==> src/rtl/irq_prio_ctrl4_if.sv <==
// Request/handshake bundle between the interrupt sources, the controller and the index consumer.
// The master side drives requests, mask and ack; the slave (controller) drives the selection results.
interface irq_prio_ctrl4_if #(
  parameter int CNT_W = 8
);
  logic [3:0]       irq_in;
  logic [3:0]       mask;
  logic             irq_ack;
  logic             irq_valid;
  logic [1:0]       irq_id;
  logic [3:0]       pending;
  logic [CNT_W-1:0] drop_cnt;

  modport master (
    output irq_in,
    output mask,
    output irq_ack,
    input  irq_valid,
    input  irq_id,
    input  pending,
    input  drop_cnt
  );

  modport slave (
    input  irq_in,
    input  mask,
    input  irq_ack,
    output irq_valid,
    output irq_id,
    output pending,
    output drop_cnt
  );
endinterface

==> src/rtl/irq_prio_ctrl4.sv <==
// 4-input interrupt controller: edge/level capture into pending, mask, fixed priority (3 high), valid/ack index.
// Latency 2 cycles request->irq_valid; index held until irq_ack, then at least one idle cycle before the next grant.
module irq_prio_ctrl4 #(
  parameter int EDGE_MODE = 1,
  parameter int CNT_W     = 8
) (
  input  logic              clk,
  input  logic              rst,
  irq_prio_ctrl4_if.slave   bus
);

  typedef enum logic {
    ST_IDLE    = 1'b0,
    ST_PRESENT = 1'b1
  } state_t;

  state_t           r_state;
  logic [3:0]       r_irq_prev;
  logic [3:0]       r_pending;
  logic [1:0]       r_irq_id;
  logic [CNT_W-1:0] r_drop_cnt;

  state_t           w_state_nxt;
  logic [1:0]       w_irq_id_nxt;
  logic [3:0]       w_set;
  logic [3:0]       w_clr;
  logic             w_ack;
  logic             w_collide;
  logic [3:0]       w_eligible;
  logic [1:0]       w_winner;

  assign w_set      = (EDGE_MODE != 0) ? (bus.irq_in & ~r_irq_prev) : bus.irq_in;
  // Ack only counts while an index is actually being presented.
  assign w_ack      = (r_state == ST_PRESENT) && bus.irq_ack;
  assign w_clr      = w_ack ? (4'b0001 << r_irq_id) : 4'b0000;
  assign w_collide  = |(w_set & r_pending & ~w_clr);
  assign w_eligible = r_pending & ~bus.mask;

  always_comb begin
    w_winner = 2'd0;
    if (w_eligible[3]) begin
      w_winner = 2'd3;
    end else if (w_eligible[2]) begin
      w_winner = 2'd2;
    end else if (w_eligible[1]) begin
      w_winner = 2'd1;
    end
  end

  always_comb begin
    w_state_nxt  = r_state;
    w_irq_id_nxt = r_irq_id;
    case (r_state)
      ST_IDLE: begin
        if (|w_eligible) begin
          w_state_nxt  = ST_PRESENT;
          w_irq_id_nxt = w_winner;
        end
      end
      ST_PRESENT: begin
        if (bus.irq_ack) begin
          w_state_nxt = ST_IDLE;
        end
      end
      default: begin
        w_state_nxt = ST_IDLE;
      end
    endcase
  end

  always_ff @(posedge clk) begin
    if (rst) begin
      r_state    <= ST_IDLE;
      r_irq_prev <= 4'b0000;
      r_pending  <= 4'b0000;
      r_irq_id   <= 2'd0;
      r_drop_cnt <= '0;
    end else begin
      r_state    <= w_state_nxt;
      r_irq_prev <= bus.irq_in;
      // Set is applied after clear so a new request on the acked bit survives.
      r_pending  <= (r_pending & ~w_clr) | w_set;
      r_irq_id   <= w_irq_id_nxt;
      if (w_collide && (r_drop_cnt != {CNT_W{1'b1}})) begin
        r_drop_cnt <= r_drop_cnt + {{(CNT_W-1){1'b0}}, 1'b1};
      end
    end
  end

  assign bus.irq_valid = (r_state == ST_PRESENT);
  assign bus.irq_id    = r_irq_id;
  assign bus.pending   = r_pending;
  assign bus.drop_cnt  = r_drop_cnt;

endmodule
==> src/flat_wrapper.sv <==
// flat-port wrapper written by rule: the top's interface ports become plain ports
module irq_prio_ctrl4_flat 
#(
  parameter int EDGE_MODE = 1,
  parameter int CNT_W     = 8
)
  (clk, rst, bus_irq_in, bus_mask, bus_irq_ack, bus_irq_valid, bus_irq_id, bus_pending, bus_drop_cnt);
  irq_prio_ctrl4_if #(.CNT_W(CNT_W)) bus_i ();
  input  logic clk;
  input  logic rst;
  input wire logic [$bits(bus_i.irq_in)-1:0] bus_irq_in;
  input wire logic [$bits(bus_i.mask)-1:0] bus_mask;
  input wire logic [$bits(bus_i.irq_ack)-1:0] bus_irq_ack;
  output wire logic [$bits(bus_i.irq_valid)-1:0] bus_irq_valid;
  output wire logic [$bits(bus_i.irq_id)-1:0] bus_irq_id;
  output wire logic [$bits(bus_i.pending)-1:0] bus_pending;
  output wire logic [$bits(bus_i.drop_cnt)-1:0] bus_drop_cnt;
  assign bus_i.irq_in = bus_irq_in;
  assign bus_i.mask = bus_mask;
  assign bus_i.irq_ack = bus_irq_ack;
  assign bus_irq_valid = bus_i.irq_valid;
  assign bus_irq_id = bus_i.irq_id;
  assign bus_pending = bus_i.pending;
  assign bus_drop_cnt = bus_i.drop_cnt;
  irq_prio_ctrl4 #(.EDGE_MODE(EDGE_MODE), .CNT_W(CNT_W)) u_core (.clk(clk), .rst(rst), .bus(bus_i));
endmodule
==> config.mk <==
export PLATFORM = sky130hd
export DESIGN_NAME = irq_prio_ctrl4_flat
export DESIGN_NICKNAME = d
export VERILOG_FILES = /design/src/rtl/irq_prio_ctrl4_if.sv /design/src/rtl/irq_prio_ctrl4.sv /design/src/flat_wrapper.sv
export SDC_FILE = /design/constraint.sdc
export NUM_CORES = 1
export LEC_CHECK = 0
export CAP_MARGIN = 20
export CORE_AREA = 5 5 62 47
export DETAILED_ROUTE_END_ITERATION = 10
export DIE_AREA = 0 0 67 52
export DONT_BUFFER_PORTS = 1
export PLACE_DENSITY_LB_ADDON = 0.15
export SLEW_MARGIN = 40
export SYNTH_ARGS = -nofsm -noshare
export SYNTH_HDL_FRONTEND = slang
export SYNTH_SLANG_ARGS = --single-unit
==> constraint.sdc <==
create_clock -name clk -period 2 [get_ports clk]
set_input_delay 0.2 -clock clk [delete_from_list [all_inputs] [get_ports clk]]
set_output_delay 0.2 -clock clk [all_outputs]
set_load 0.03 [all_outputs]
==> results.py <==
metrics = {
    "outcome": {
        "outcome": "finished, final reports clean",
    },
    "floorplanning": {
        "core_um2": 2310,
        "fp.dieW_um": 67,
        "start_util_pct": 37.6,
        "placementRows": 15,
        "num_io_pins": 26,
        "die_h_um": 52,
        "die-area_um2": 3480,
    },
    "yosys": {
        "synth_cells": 99,
        "synth_area_leaders": "dfxtp_1 44%, a21oi_1 6.9%, nor2_1 6.1%, nand2b_1 5.8%, nor2b_1 5.1%",
        "syn-num-nets": 111,
        "synth-compound-area-share_pct": 20.5,
        "synth-seq-cells": 19,
        "synth_area_um2": 867,
        "synth_top_area_cell": "dfxtp_1",
        "synth_top_area_share_pct": 43.9,
        "synth_cell_types": 26,
        "synth_fa_ha_area_share_pct": 1.44,
        "ys_warn_count": 0,
        "synthSimpleGateAreaFrac_pct": 24.7,
        "synth-xor-area-share_pct": 1.01,
        "synth_area_per_cell_um2": 8.76,
        "ys_seq_area_share_pct": 43.9,
        "synth_top_family_by_area": "simple AND/OR/NAND/NOR gates",
        "synthMuxAreaShare_pct": 4.18,
    },
    "sta": {
        "relSlewSlack_pct": 62.9,
        "period_share_pct": 91.0,
        "slew_violations": 0,
        "post-route-min-period_ns": 1.82,
        "finClkSkew_ns": 0.0101,
        "hold_viol_final": 0,
        "finalSetupTns_ns": 0,
        "rsz0062_at_grt": "false",
        "timing.fmax_ghz": 0.549,
        "worst_pin_slew_ns": 0.554,
        "setup_viol": 0,
    },
    "route": {
        "via_per_inst": 4.85,
        "met3_length_um": 172,
        "dr.pass1.iters": 4,
        "wirelength_met1_um": 859,
        "dr_wl_met2_um": 801,
        "vias": 733,
        "avgRoutedWirePerCell_um": 12.2,
        "top_layer": "met4",
        "drc": 0,
        "drt_first_iter_violations": 26,
        "routed_wirelength_um": 1850,
        "antenna_left": 0,
    },
    "setup_path": {
        "end_kind": "flip-flop",
        "start_kind": "flip-flop",
        "critical_path.max_fanout": 10,
        "critPathKind": "flip-flop to flip-flop",
        "worstPathArrival_ns": 2.01,
        "r2r_start": "u_core.bus.irq_valid",
        "crit_required_ns": 2.19,
        "startpoint": "u_core.bus.irq_valid",
    },
    "global_route": {
        "grt_antenna_before_repair": 0,
        "grt_max_degree": 16,
        "grt_remaining_overflow": 0,
        "grt_usage_pct": 11.6,
        "grt_pass1_wl_um": 3030,
        "grt_pass1_vias": 705,
    },
    "place": {
        "post-dp-hpwl_um": 1380,
        "dpl_cell_area_um2": 1000,
        "port_buffers": 0,
        "place.gp.congestion": 0.754,
    },
    "cells_and_area": {
        "antennaDiodeCount": 0,
        "fin_area_um2": 1050,
        "layout_commonest_cell": "dfxtp_1",
        "drive_gt1_share_pct": 18.8,
        "final_nets": 130,
        "fin_util_pct": 45.5,
        "mostFrequentLayoutCells": "19 x dfxtp_1, 15 x buf_4, 14 x nor2_1",
        "area_growth_pct": 21.1,
    },
    "cts": {
        "post_cts_buffers": 0,
        "clk_latency_ns": 0.30,
        "cts-root-buf": "clkbuf_4",
        "postCtsHoldBufs": 2,
        "clock-sinks": 19,
        "clockBufferDepth": 2,
        "cts_tree": "yes",
        "cts_resized": 0,
        "cts_max_level": 1,
        "numCtsBuffers": 3,
        "clkTransAtPathRegs_ns": 0.11,
    },
    "pwr": {
        "peakVddDrop_uv": 409,
        "p_leak_nw": 0.417,
        "p_per_area_nw_per_um2": 747,
    },
    "hold_path": {
        "hold_class": "input pin to flip-flop",
        "min_from": "bus_irq_in[2]",
    },
    "flow_run": {
        "cap_viol_max_count": 0,
    },
}
flip-flops by register name, summed over array words and instances (netlist names):
register and cells:
u_core.bus.pending 4, u_core.bus.drop_cnt 8, u_core.bus.irq_valid 1, u_core.bus.irq_id 2, u_core.r_irq_prev 4
worst max-delay path, cell delays in order, from the launching register on:
cell      delay, ns
dfxtp_1        0.46
nand2_1        0.11
o31ai_1        0.30
o22a_2         0.22
o2bb2a_4       0.21
nor2b_4        0.14
mux2_4         0.29
per-layer routing:
layer / vias to the layer above / track usage (%)
met5: - / 0
met4: 0 / 3.03
met3: 2 / 5.83
met2: 23 / 17.8
met1: 330 / 14.3
li1: 378 / -
worst paths after layout:
| kind | to | slack (ns) | cells after the start |
|---|---|---|---|
| setup / recovery | u_core.bus.drop_cnt[3] | 0.18 | 6 |
| hold / removal | u_core.r_irq_prev[2] | 0.02 | 1 |
| setup reg to reg | u_core.bus.drop_cnt[3] | 0.18 | 6 |
| hold reg to reg | u_core.bus.pending[1] | 0.52 | 2 |
Yosys cell counts:
master,n
a211oi_1,3
a21oi_1,12
a31o_1,3
buf_1,1
buf_6,1
clkbuf_1,1
dfxtp_1,19
ha_1,1
inv_1,5
mux2_1,1
mux2_4,1
mux2i_1,1
nand2_1,5
nand2b_1,8
nand3_1,3
nand4_1,2
nor2_1,14
nor2b_1,7
nor2b_4,1
nor3b_1,1
o21ai_1,3
o22a_1,1
o22a_2,1
o2bb2a_4,1
o31ai_1,2
xnor2_1,1
metrics by stage:
step	setup WS, ns	power [mW]	cells	hold WS, ns
2_1_floorplan	0.0388	0.556	99	0.300
3_3_place_gp	0.285	0.593	145	0.272
3_5_place_dp	0.236	0.594	145	0.274
4_1_cts	0.188	0.798	151	0.0125
5_1_grt	0.0775	0.831	151	0.0116
6_report	0.180	0.784	151	0.0222
cells by family after synthesis:
| logic type | Yosys count |
|---|---|
| AO/OA/AOI/OAI | 26 |
| XOR/XNOR | 1 |
| adder cells (fa/ha/maj) | 1 |
| buffers and inverters | 8 |
| flip-flops | 19 |
| multiplexers | 3 |
| AND/OR/NAND/NOR | 41 |
cell type report:
type	count	area, µm²
flip-flops and latches	19	380
well taps	34	42.5
multi-input cells	72	449
fillers	245	1260
repair buffers	17	133
clock buffers	4	26.3
inverters	5	18.8
power breakdown:
group	total, mW	internal (mW)	switching, mW
registers	0.420	0.402	0.0176
clock network	0.193	0.0776	0.115
logic	0.171	0.0707	0.101
total	0.784	0.551	0.233
No activity file was read; power rests on OpenSTA's default activity.
